<file path="src/rtl/branch_control_sequencer.sv">
// Hardwired control-step sequencer for the conditional-branch instruction class.
// Walks fetch (T0-T2), condition evaluation (T3) and target/PC update (T4-T6) as Moore strobes.
module branch_control_sequencer #(
    parameter logic [4:0] OPCODE_BR  = 5'b10010,
    parameter int         WAIT_LIMIT = 8
) (
    input  logic        clock,
    input  logic        reset,
    input  logic        start,
    input  logic        mem_ready,
    input  logic [31:0] ir,
    input  logic [31:0] bus_in,
    output logic        PCout,
    output logic        MARin,
    output logic        IncPC,
    output logic        Zlowin,
    output logic        Zlowout,
    output logic        PCin,
    output logic        Read,
    output logic        MDRin,
    output logic        MDRout,
    output logic        IRin,
    output logic        Gra,
    output logic        Rout,
    output logic        CONin,
    output logic        Yin,
    output logic        Cout,
    output logic        ADD,
    output logic        con_ff,
    output logic        busy,
    output logic        done,
    output logic        illegal,
    output logic        timeout
);

    typedef enum logic [3:0] {
        S_IDLE, S_T0, S_T1, S_T2, S_T3, S_T4, S_T5, S_T6, S_FAULT
    } state_t;

    localparam logic [7:0] WAIT_MAX = 8'(WAIT_LIMIT);

    state_t     state_q, state_d;
    logic [7:0] wait_q, wait_d;
    logic [7:0] wait_inc;
    logic       con_ff_q, con_ff_d;
    logic       opcode_ok;
    logic       unused_ir_bits;

    function automatic logic cond_eval(input logic [1:0] sel, input logic [31:0] val);
        logic signed [31:0] sval;
        sval = $signed(val);
        case (sel)
            2'b00:   return (val == 32'd0);
            2'b01:   return (val != 32'd0);
            2'b10:   return (sval >= 0);
            default: return (sval < 0);
        endcase
    endfunction

    assign opcode_ok      = (ir[31:27] == OPCODE_BR);
    assign wait_inc       = wait_q + 8'd1;
    assign unused_ir_bits = ^{ir[26:21], ir[18:0]};

    always_ff @(posedge clock) begin
        if (reset) begin
            state_q  <= S_IDLE;
            wait_q   <= 8'd0;
            con_ff_q <= 1'b0;
        end else begin
            state_q  <= state_d;
            wait_q   <= wait_d;
            con_ff_q <= con_ff_d;
        end
    end

    always_comb begin
        state_d  = state_q;
        wait_d   = wait_q;
        con_ff_d = con_ff_q;
        {PCout, MARin, IncPC, Zlowin, Zlowout, PCin, Read, MDRin} = '0;
        {MDRout, IRin, Gra, Rout, CONin, Yin, Cout, ADD}          = '0;
        {done, illegal, timeout}                                  = '0;
        case (state_q)
            S_IDLE: if (start) state_d = S_T0;
            S_T0: begin
                {PCout, MARin, IncPC, Zlowin} = '1;
                wait_d  = 8'd0;
                state_d = S_T1;
            end
            S_T1: begin
                {Zlowout, PCin, Read, MDRin} = '1;
                if (mem_ready) begin
                    state_d = S_T2;
                end else begin
                    wait_d = wait_inc;
                    if (wait_inc == WAIT_MAX) state_d = S_FAULT;
                end
            end
            S_T2: begin
                {MDRout, IRin} = '1;
                state_d = S_T3;
            end
            S_T3: begin
                {Gra, Rout, CONin} = '1;
                if (!opcode_ok) begin
                    {illegal, done} = '1;
                    state_d = S_IDLE;
                end else begin
                    con_ff_d = cond_eval(ir[20:19], bus_in);
                    state_d  = S_T4;
                end
            end
            S_T4: begin
                {PCout, Yin} = '1;
                state_d = S_T5;
            end
            S_T5: begin
                {Cout, ADD, Zlowin} = '1;
                state_d = S_T6;
            end
            S_T6: begin
                Zlowout = 1'b1;
                PCin    = con_ff_q;
                done    = 1'b1;
                state_d = S_IDLE;
            end
            S_FAULT: begin
                {timeout, done} = '1;
                state_d = S_IDLE;
            end
            default: state_d = S_IDLE;
        endcase
        // Nothing may leak out while reset is held, even mid-instruction.
        if (reset) begin
            {PCout, MARin, IncPC, Zlowin, Zlowout, PCin, Read, MDRin} = '0;
            {MDRout, IRin, Gra, Rout, CONin, Yin, Cout, ADD}          = '0;
            {done, illegal, timeout}                                  = '0;
        end
    end

    assign con_ff = con_ff_q & ~reset;
    assign busy   = (state_q != S_IDLE) & ~reset;

endmodule

</file>
<file path="config.mk">
export PLATFORM = sky130hd
export DESIGN_NAME = branch_control_sequencer
export DESIGN_NICKNAME = d
export VERILOG_FILES = /design/src/rtl/branch_control_sequencer.sv
export SDC_FILE = /design/constraint.sdc
export NUM_CORES = 1
export LEC_CHECK = 0
export CAP_MARGIN = 20
export CORE_UTILIZATION = 29
export DETAILED_ROUTE_END_ITERATION = 16
export PLACE_DENSITY_LB_ADDON = 0.08
export RECOVER_POWER = 50
export SLEW_MARGIN = 20
export SYNTH_ARGS = -nofsm -noshare
export SYNTH_HDL_FRONTEND = slang
export SYNTH_SLANG_ARGS = --single-unit
</file>
<file path="constraint.sdc">
create_clock -name clock -period 1.5 [get_ports clock]
set_clock_uncertainty 0.15 [all_clocks]
set_input_delay 0.3 -clock clock [delete_from_list [all_inputs] [get_ports clock]]
set_output_delay 0.3 -clock clock [all_outputs]
set_load 0.01 [all_outputs]
</file>
* Yosys cells after proc, flatten, opt, wreduce, memory -nomap -nowiden
Cells that the tools add are included.
** Word-level totals
- Register bits after elaboration :: 13
- Latch bits :: 0
- Bits in writable memories :: 0
- Bits in read-only memories :: 0
- Input bits :: 68
- Output and inout port bits :: 21
- Logic and storage cells :: 72
- Memories :: 0
** Operators by class
- Add/sub/neg operators :: 1
- $mul :: 0
- Divide/modulo/power cells :: 0
- Order comparisons :: 2
- Equal/unequal tests :: 15
- Shifts and indexed selects :: 0
- Multiplexer cells :: 35
- Bitwise logic cells :: 3
- Reductions and logical operators :: 13
** Operator list (number)
- 32-bit by 1-bit greater-or-equal comparator with 1-bit output, second input constant :: 1
- 32-bit logical NOT :: 1
- 32-bit by 1-bit less-than comparator with 1-bit output, second input constant :: 1
- 32-bit nonzero test :: 1
- 4-bit case mux with 7 select lines :: 1
- 1-bit two-way mux :: 25
- 4-bit by 3-bit == test with 1-bit output, second input constant :: 4
- 8-bit case mux with 2 select lines :: 1
- 4-bit two-way mux :: 3
- 8-bit by 1-bit adder with 8-bit output, second input constant :: 1
- 4-bit by 2-bit == test with 1-bit output, second input constant :: 2
- 8-bit by 4-bit == test with 1-bit output, second input constant :: 1
- 8-bit two-way mux :: 1
- 2-bit OR reduction :: 4
- 2-bit AND reduction :: 3
- 5-bit == test, second input constant :: 1
- 4-bit by 1-bit == test with 1-bit output, second input constant :: 1
- 4-bit == test, second input constant :: 1
- 4-bit logical NOT :: 1
- 2-bit != test, second input constant :: 2
- 1-bit case mux with 2 select lines :: 2
- 4-bit nonzero test :: 1
- 3-bit two-way mux :: 1
- 3-bit != test, second input constant :: 1
- 7 further kinds :: 8

* Longest topological paths before layout
Gate-level depths: netlist of run 1.
- Word-level depth :: 5
- Depth in mapped cells :: 6
- Gate-level depth less buffers :: 5

* Worst setup path before layout of run 1
No wires, ideal clock.
- Kind :: reg-to-output
- Start point :: reg state_q[3]
- End point :: out illegal
- Arrival time :: 1435 ps
- Required time :: 1050 ps
- Path slack :: -385 ps
- Cell stages (with the launch flop) :: 5
- Buffers on the path :: 1
- Cell sequence :: dfxtp_1 > or2_2 > buf_2 > nor4_2 > nor2b_1
** Between the ends
- Word-level cells in the longest chain between the ends :: 3
** RTL lines
- start, declared :: line 42 : state_t state_q, state_d;
- start signal, assigned :: line 70 : state_q <= state_d;
- 4-bit by 3-bit == test with 1-bit output :: line 83 : case (state_q)
- 1-bit two-way mux :: line 83
- 1-bit two-way mux :: line 134 : if (reset) begin
- end, declared :: line 32 : output logic illegal,
No other way between the ends.

* Worst setup path in the final report of run 1
- Start point :: reg state_q[0]
- End point :: out done
** Between the ends
- Word-level cells in the longest chain between the ends :: 4
- Elaborated cells between the ends (all ways) :: 6
- Classes of those cells :: eq/ne: 3; mux: 2; reduce/logical: 1
** RTL lines
- 4-bit == test or 4-bit by 3-bit == test with 1-bit output (tied branches) :: line 83
- 2-bit OR reduction (no source line)
- 1-bit case mux with 2 select lines (*) :: line 83
- 1-bit two-way mux (*) :: line 134
- end, declared :: line 31 : output logic done,
Mark *: on every way between the ends. The rest lies on a longest branch, timed or not.

==> results of run 1 <==
-- critical path: stages, from the launching register on --
cell,delay [ns]
dfxtp_2,0.34
a211o_1,0.27
a211o_1,0.28
a21oi_2,0.13
buf_2,0.13
-- repair_timing --
| item | CTS | global route |
|---|---|---|
| buffers inserted | 11 | 10 |
| pin swaps | 34 | 30 |
| endpoints found under the setup margin | 33 | 32 |
| endpoints found under the hold margin | 0 | 0 |
| resized for setup | 198 | 38 |
-- power by group through the flow --
stage	registers (mW)	logic [mW]	clock network, mW
6_report	0.367	0.578	0.309
5_1_grt	0.367	0.608	0.338
4_1_cts	0.364	0.497	0.321
3_5_place_dp	0.371	0.410	0
3_3_place_gp	0.372	0.401	0
2_1_floorplan	0.364	0.177	0
-- flip-flops by register name (all words and copies together) (netlist names) --
signal,cells
con_ff_q,1
state_q,4
wait_q,8
-- area by class of cell --
cell class,count,area [sq um]
Inverter,3,21.27
Tap cell,46,57.56
Sequential cell,13,270.3
Timing Repair Buffer,116,1069
Clock buffer,4,45.04
Fill cell,266,978.4
Multi-Input combinational cell,112,1027
-- per-layer routing --
| metal | wire length [microns] | GRT usage (%) | up-vias |
|---|---|---|---|
| met5 | 0 | 0 | - |
| met4 | 36 | 4.360 | 0 |
| met3 | 250 | 3.623 | 8 |
| met2 | 2500 | 40.59 | 68 |
| met1 | 1741 | 25.27 | 757 |
| li1 | - | - | 742 |
-- cells in the final DEF, fill, tap and decap left out, types with 3 or more instances in the layout --
cell type        instances
a21oi_2                  6
nor2b_4                  3
clkbuf_8                 3
a21oi_1                  7
a211oi_2                 3
nand4_1                  3
nand3b_1                 3
buf_4                   30
o21ai_0                  4
nor3_1                   5
nor2_1                   5
buf_2                   11
clkdlybuf4s50_1          4
nand3_1                  3
dlygate4sd2_1           26
nor2_4                   5
nor4_4                   4
clkdlybuf4s15_1          3
dfxtp_1                  9
nor4_2                   7
o21ai_2                  3
nand2_2                  4
buf_6                   30
dlymetal6s2s_1           7
-- metrics by stage --
step	hold slack, ns	power, mW	TNS (ns)
floorplan	0.3103	0.5412	-1.897
global placement	0.3246	0.7726	-20.49
detailed placement	0.3364	0.7817	-21.20
CTS	0.3463	1.183	-5.961
global route	0.3933	1.313	-7.586
finish	0.3627	1.254	-6.191
-- path summary, 6_finish.rpt --
| path | from | endpoint | slack, ns | depth (start not counted) |
|---|---|---|---|---|
| worst min-delay path | bus_in[5] | con_ff_q$_SDFFE_PP0P_ | 0.36 | 5 |
| worst min register to register | wait_q[2]$_SDFFE_PP0P_ | wait_q[2]$_SDFFE_PP0P_ | 0.37 | 2 |
| worst max register to register | state_q[2]$_SDFFE_PP0P_ | wait_q[2]$_SDFFE_PP0P_ | -0.20 | 6 |
| worst max-delay path | state_q[0]$_SDFFE_PP0P_ | done | -0.33 | 4 |
-- logic make-up (layout without fill, tap and decap cells) --
kind of cell    after synthesis  count (layout)  synth area share (%)
fa+ha+maj                     1               1                 1.153
flops                        13              13                 23.99
compound gates               37              37                 24.11
mux                           2               2                 1.961
simple gates                 71              71                 38.06
xor+xnor                      1               1                0.8075
buf+inv                      19             123                 9.919
==> flow_metrics.py, run 1 <==
metrics = {
    "run_status": {
        "status": "complete, but fails checks",
        "violations": "setup timing",
    },
    "layout": {
        "diodes": 0,
        "drive_gt1_share_pct": 57.66,
        "fin_util_pct": 71.79,
        "fin_area_sq_um": 2490,
        "syn2layout_area_growth_pct": 129.5,
        "instances_no_fill": 294,
        "nets": 318,
    },
    "timing": {
        "grt_setup_unrepaired": "true",
        "relSlewSlack_pct": 82.94,
        "fmax_mhz": 545.9,
        "worst_pin_slew_ns": 0.2536,
        "setup_slack_ns": -0.3317,
        "timing.final.crit_period_ns": 1.832,
        "fin_crit_sh_pct": 122.1,
        "final_max_slew_viol_count": 0,
        "setup_violations": 28,
        "hold_violations": 0,
    },
    "placement": {
        "portBuffers": 63,
        "place_congestion": 0.7592,
        "dp.cells": 272,
        "dpl.hpwl_microns": 2923,
        "dp_slack_ns": -1.047,
        "dpl_cell_area_sq_um": 2003,
    },
    "floorplan": {
        "coreArea_sq_um": 3468,
        "rows": 21,
        "dieArea_sq_um": 3989,
        "io-pin-count": 89,
        "die_w_microns": 63.16,
        "initial_utilization_pct": 31.28,
        "die_height_microns": 63.16,
    },
    "yosys": {
        "ys.flop_type": "dfxtp_1",
        "synth.distinct_cells": 43,
        "synth_area_sq_um": 1085,
        "yosysWarnings": 0,
        "syn_area_per_cell_sq_um": 7.533,
        "syn_nets": 213,
        "ys_ff_latch": 13,
        "async_flop_share_pct": 0,
        "synthTopCellsByCount": "a21oi_1, dfxtp_1, nor2_1",
        "synth_top_area_share_pct": 23.99,
        "ys_top_cells_by_area": "dfxtp_1, nor4_1, a21oi_1, buf_4, nor2_1",
        "yosysTopAreaCell": "dfxtp_1",
        "synth-edff-count": 0,
        "yosysSeqAreaShare_pct": 23.99,
        "postSynthCellCount": 144,
    },
    "critical_path": {
        "startpoint_type": "flop",
        "path_class": "reg2out",
        "cp_data_arrival_time_ns": 1.38,
        "crit_path_end_kind": "primary output",
        "path_max_fanout": 3,
        "critPathRequiredTime_ns": 1.05,
    },
    "power_and_ir_drop": {
        "pwr-share-comb_pct": 46.1,
        "powerDensity_nw_per_um2": 503.6,
        "power.switching_mw": 0.3828,
        "p_clk_share_pct": 24.6,
        "irDropWorstVdd_mv": 0.2608,
        "p_sw_share_pct": 30.53,
        "leakagePower_nw": 1.084,
        "p_seq_share_pct": 29.3,
        "p_int_mw": 0.8711,
    },
    "cts": {
        "insertion_delay_ns": 0.24,
        "clock_sinks": 13,
        "cts_hold_buf": 0,
        "clk_pin_slew_worst_paths_ns": 0.05,
        "cts_made_buffers": 3,
        "clock-root-buffer": "clkbuf_8",
        "cts_tree": "done",
        "htreeDepth": 1,
        "max-clock-path-buffers": 2,
    },
    "detailed_routing": {
        "via_per_inst": 5.357,
        "drt_wl_total_microns": 4529,
        "avgRoutedWirePerCell_microns": 15.40,
        "num_vias": 1575,
        "ant_nets": 0,
        "drc": 0,
        "drt-initial-drc-count": 54,
        "drt_pass1_iterations": 4,
    },
    "global_routing": {
        "overflow": 0,
        "antenna_found_initial": 0,
        "grt_pass1_wl_microns": 6886,
        "gr-usage-all-layers_pct": 21.63,
        "grt_max_degree": 12,
        "grt_pass1_vias": 1522,
    },
    "run": {
        "drv_cap": 0,
    },
    "worst_hold_path": {
        "hp-class": "in2reg",
    },
}
Note: power is estimated with default switching activity, not from simulation.
==> run 2: changes to the inputs <==
Settings changed: CORE_UTILIZATION 29 to 40, DONT_BUFFER_PORTS set to 1.
==> flow_metrics.py, run 2 (synthesis results as in run 1) <==
metrics = {
    "run_status": {
        "status": "complete, but fails checks",
        "violations": "setup timing",
    },
    "floorplan": {
        "io-pin-count": 89,
        "die_height_microns": 54.08,
        "initial_utilization_pct": 43.01,
        "dieArea_sq_um": 2924,
        "rows": 18,
        "coreArea_sq_um": 2522,
        "die_w_microns": 54.08,
    },
    "critical_path": {
        "crit_path_end_kind": "primary output",
        "rr_startpoint": "state_q[1]$_SDFFE_PP0P_",
        "reg2regPathDepth": 8,
        "path_class": "reg2out",
        "reg2reg_to": "wait_q[6]$_SDFFE_PP0P_",
        "startpoint_type": "flop",
        "r2r_slack_ns": -0.35,
        "cp_data_arrival_time_ns": 1.44,
        "critPathRequiredTime_ns": 1.05,
        "path_max_fanout": 2,
    },
    "global_routing": {
        "busiest_layer": "met2",
        "antenna_found_initial": 0,
        "grt_use_met3_pct": 6.497,
        "grt_use_met2_pct": 44.65,
        "overflow": 0,
        "grt_max_degree": 14,
        "grt_pass1_wl_microns": 5106,
        "grt_pass1_vias": 1142,
        "use_met1_pct": 29.34,
        "gr-usage-all-layers_pct": 24.78,
    },
    "cts": {
        "clk_pin_slew_worst_paths_ns": 0.09,
        "cts_tree": "done",
        "clock_sinks": 13,
        "cts_made_buffers": 3,
        "clock-root-buffer": "clkbuf_4",
        "max-clock-path-buffers": 2,
        "insertion_delay_ns": 0.28,
        "htreeDepth": 1,
    },
    "power_and_ir_drop": {
        "p_clk_share_pct": 22.4,
        "power.switching_mw": 0.3360,
        "leakagePower_nw": 0.6677,
        "pwr-share-comb_pct": 41.5,
        "irDropWorstVdd_mv": 0.4135,
        "p_sw_share_pct": 33.40,
        "p_int_mw": 0.6698,
        "powerDensity_nw_per_um2": 542.0,
        "p_seq_share_pct": 36.1,
    },
    "layout": {
        "largest_reg_flops": 8,
        "nets": 251,
        "final_common_cell": "buf_6",
        "reg_top3": "wait_q x8, state_q x4, con_ff_q x1",
        "drive_gt1_share_pct": 57.46,
        "fin_area_sq_um": 1856,
        "diodes": 0,
        "syn2layout_area_growth_pct": 71.05,
        "instances_no_fill": 211,
        "largest-register": "wait_q",
        "most-common-layout-cells": "buf_6, buf_4, dfxtp_1",
    },
    "detailed_routing": {
        "via_per_inst": 6.237,
        "drc": 0,
        "avgRoutedWirePerCell_microns": 18.22,
        "drt_wl_total_microns": 3845,
        "ant_nets": 0,
        "drt-initial-drc-count": 28,
        "num_vias": 1316,
        "drt_pass1_iterations": 4,
    },
    "worst_hold_path": {
        "hold_path_depth": 2,
        "hp-class": "in2reg",
        "min_to": "state_q[3]$_SDFFE_PP0P_",
        "worstHoldStart": "reset",
    },
    "timing": {
        "setup_slack_ns": -0.3948,
        "relSlewSlack_pct": 72.55,
        "worst_pin_slew_ns": 0.4103,
        "fin_crit_sh_pct": 126.3,
        "timing.final.crit_period_ns": 1.895,
        "setup_violations": 30,
        "fin_tns_setup_ns": -8.189,
        "grt_setup_unrepaired": "true",
        "fmax_mhz": 527.8,
        "hold_violations": 0,
        "final_max_slew_viol_count": 0,
    },
    "placement": {
        "dpl.hpwl_microns": 2242,
        "dp.cells": 188,
        "dp_slack_ns": -0.1603,
        "dpl_cell_area_sq_um": 1303,
        "portBuffers": 0,
        "place_congestion": 0.7568,
    },
    "run": {
        "drv_cap": 0,
    },
}
-- run 2: cell count changes in the layout (fill, tap and decap cells not counted), moves of 4 or more --
cell | previous run | this run
a21oi_2 | 6 | 2
buf_2 | 11 | 0
buf_4 | 30 | 21
buf_6 | 30 | 23
clkdlybuf4s50_1 | 4 | 0
dlygate4sd2_1 | 26 | 0
dlymetal6s2s_1 | 7 | 0
nor4_1 | 1 | 8
nor4_2 | 7 | 0
-- run 2: worst max-delay path by stage --
stage,startpoint,to,depth (start not counted),slack [ns]
floorplan,state_q[0]$_SDFFE_PP0P_,illegal,4,-0.21
global placement,ir[28],done,4,-0.16
detailed placement,ir[28],done,4,-0.16
CTS,state_q[1]$_SDFFE_PP0P_,done,4,-0.37
global route,state_q[1]$_SDFFE_PP0P_,done,4,-0.45
finish,state_q[1]$_SDFFE_PP0P_,Zlowin,6,-0.39
-- run 2: what timing repair did --
action	CTS	global route
buffers inserted	10	12
endpoints found under the setup margin	30	31
hold endpoints to repair	9	0
resized for setup	63	31
pin swaps	20	24
hold buffers	1	0
-- run 2: worst max-delay path, stage by stage (launching register included) --
cell and delay (ns):
dfxtp_2 0.33, buf_4 0.13, buf_6 0.10, buf_6 0.10
buf_6 0.11, and3_4 0.15, or2_4 0.24
-- run 2: cell type report --
| cell class | instances | area (sq um) |
|---|---|---|
| repair buffers | 49 | 501.7 |
| multi-input cells | 112 | 1001 |
| well taps | 30 | 37.54 |
| inverters | 3 | 21.27 |
| flip-flops and latches | 13 | 267.8 |
| fillers | 167 | 666.9 |
| clock buffers | 4 | 26.28 |
-- run 2: metal layers --
layer,up-vias,part of all wire (%)
li1,608,-
met1,629,41
met2,71,51
met3,8,7.5
met4,0,1.2
met5,-,0
-- run 2: power groups by stage --
stage	clock network (mW)	registers (mW)	logic (mW)
after global routing	0.254	0.364	0.438
after CTS	0.227	0.362	0.342
final	0.225	0.363	0.418
after global placement	0	0.367	0.237
after floorplan	0	0.364	0.177
after detailed placement	0	0.368	0.241
-- run 2: stage by stage --
step	utilization, %	hold WS, ns	power (mW)
3_3_place_gp	51.64	0.2194	0.6048
2_1_floorplan	-	0.3103	0.5412
4_1_cts	65.97	0.01565	0.9310
5_1_grt	73.56	0.02778	1.055
3_5_place_dp	51.64	0.2192	0.6089
6_report	73.56	0.03472	1.006
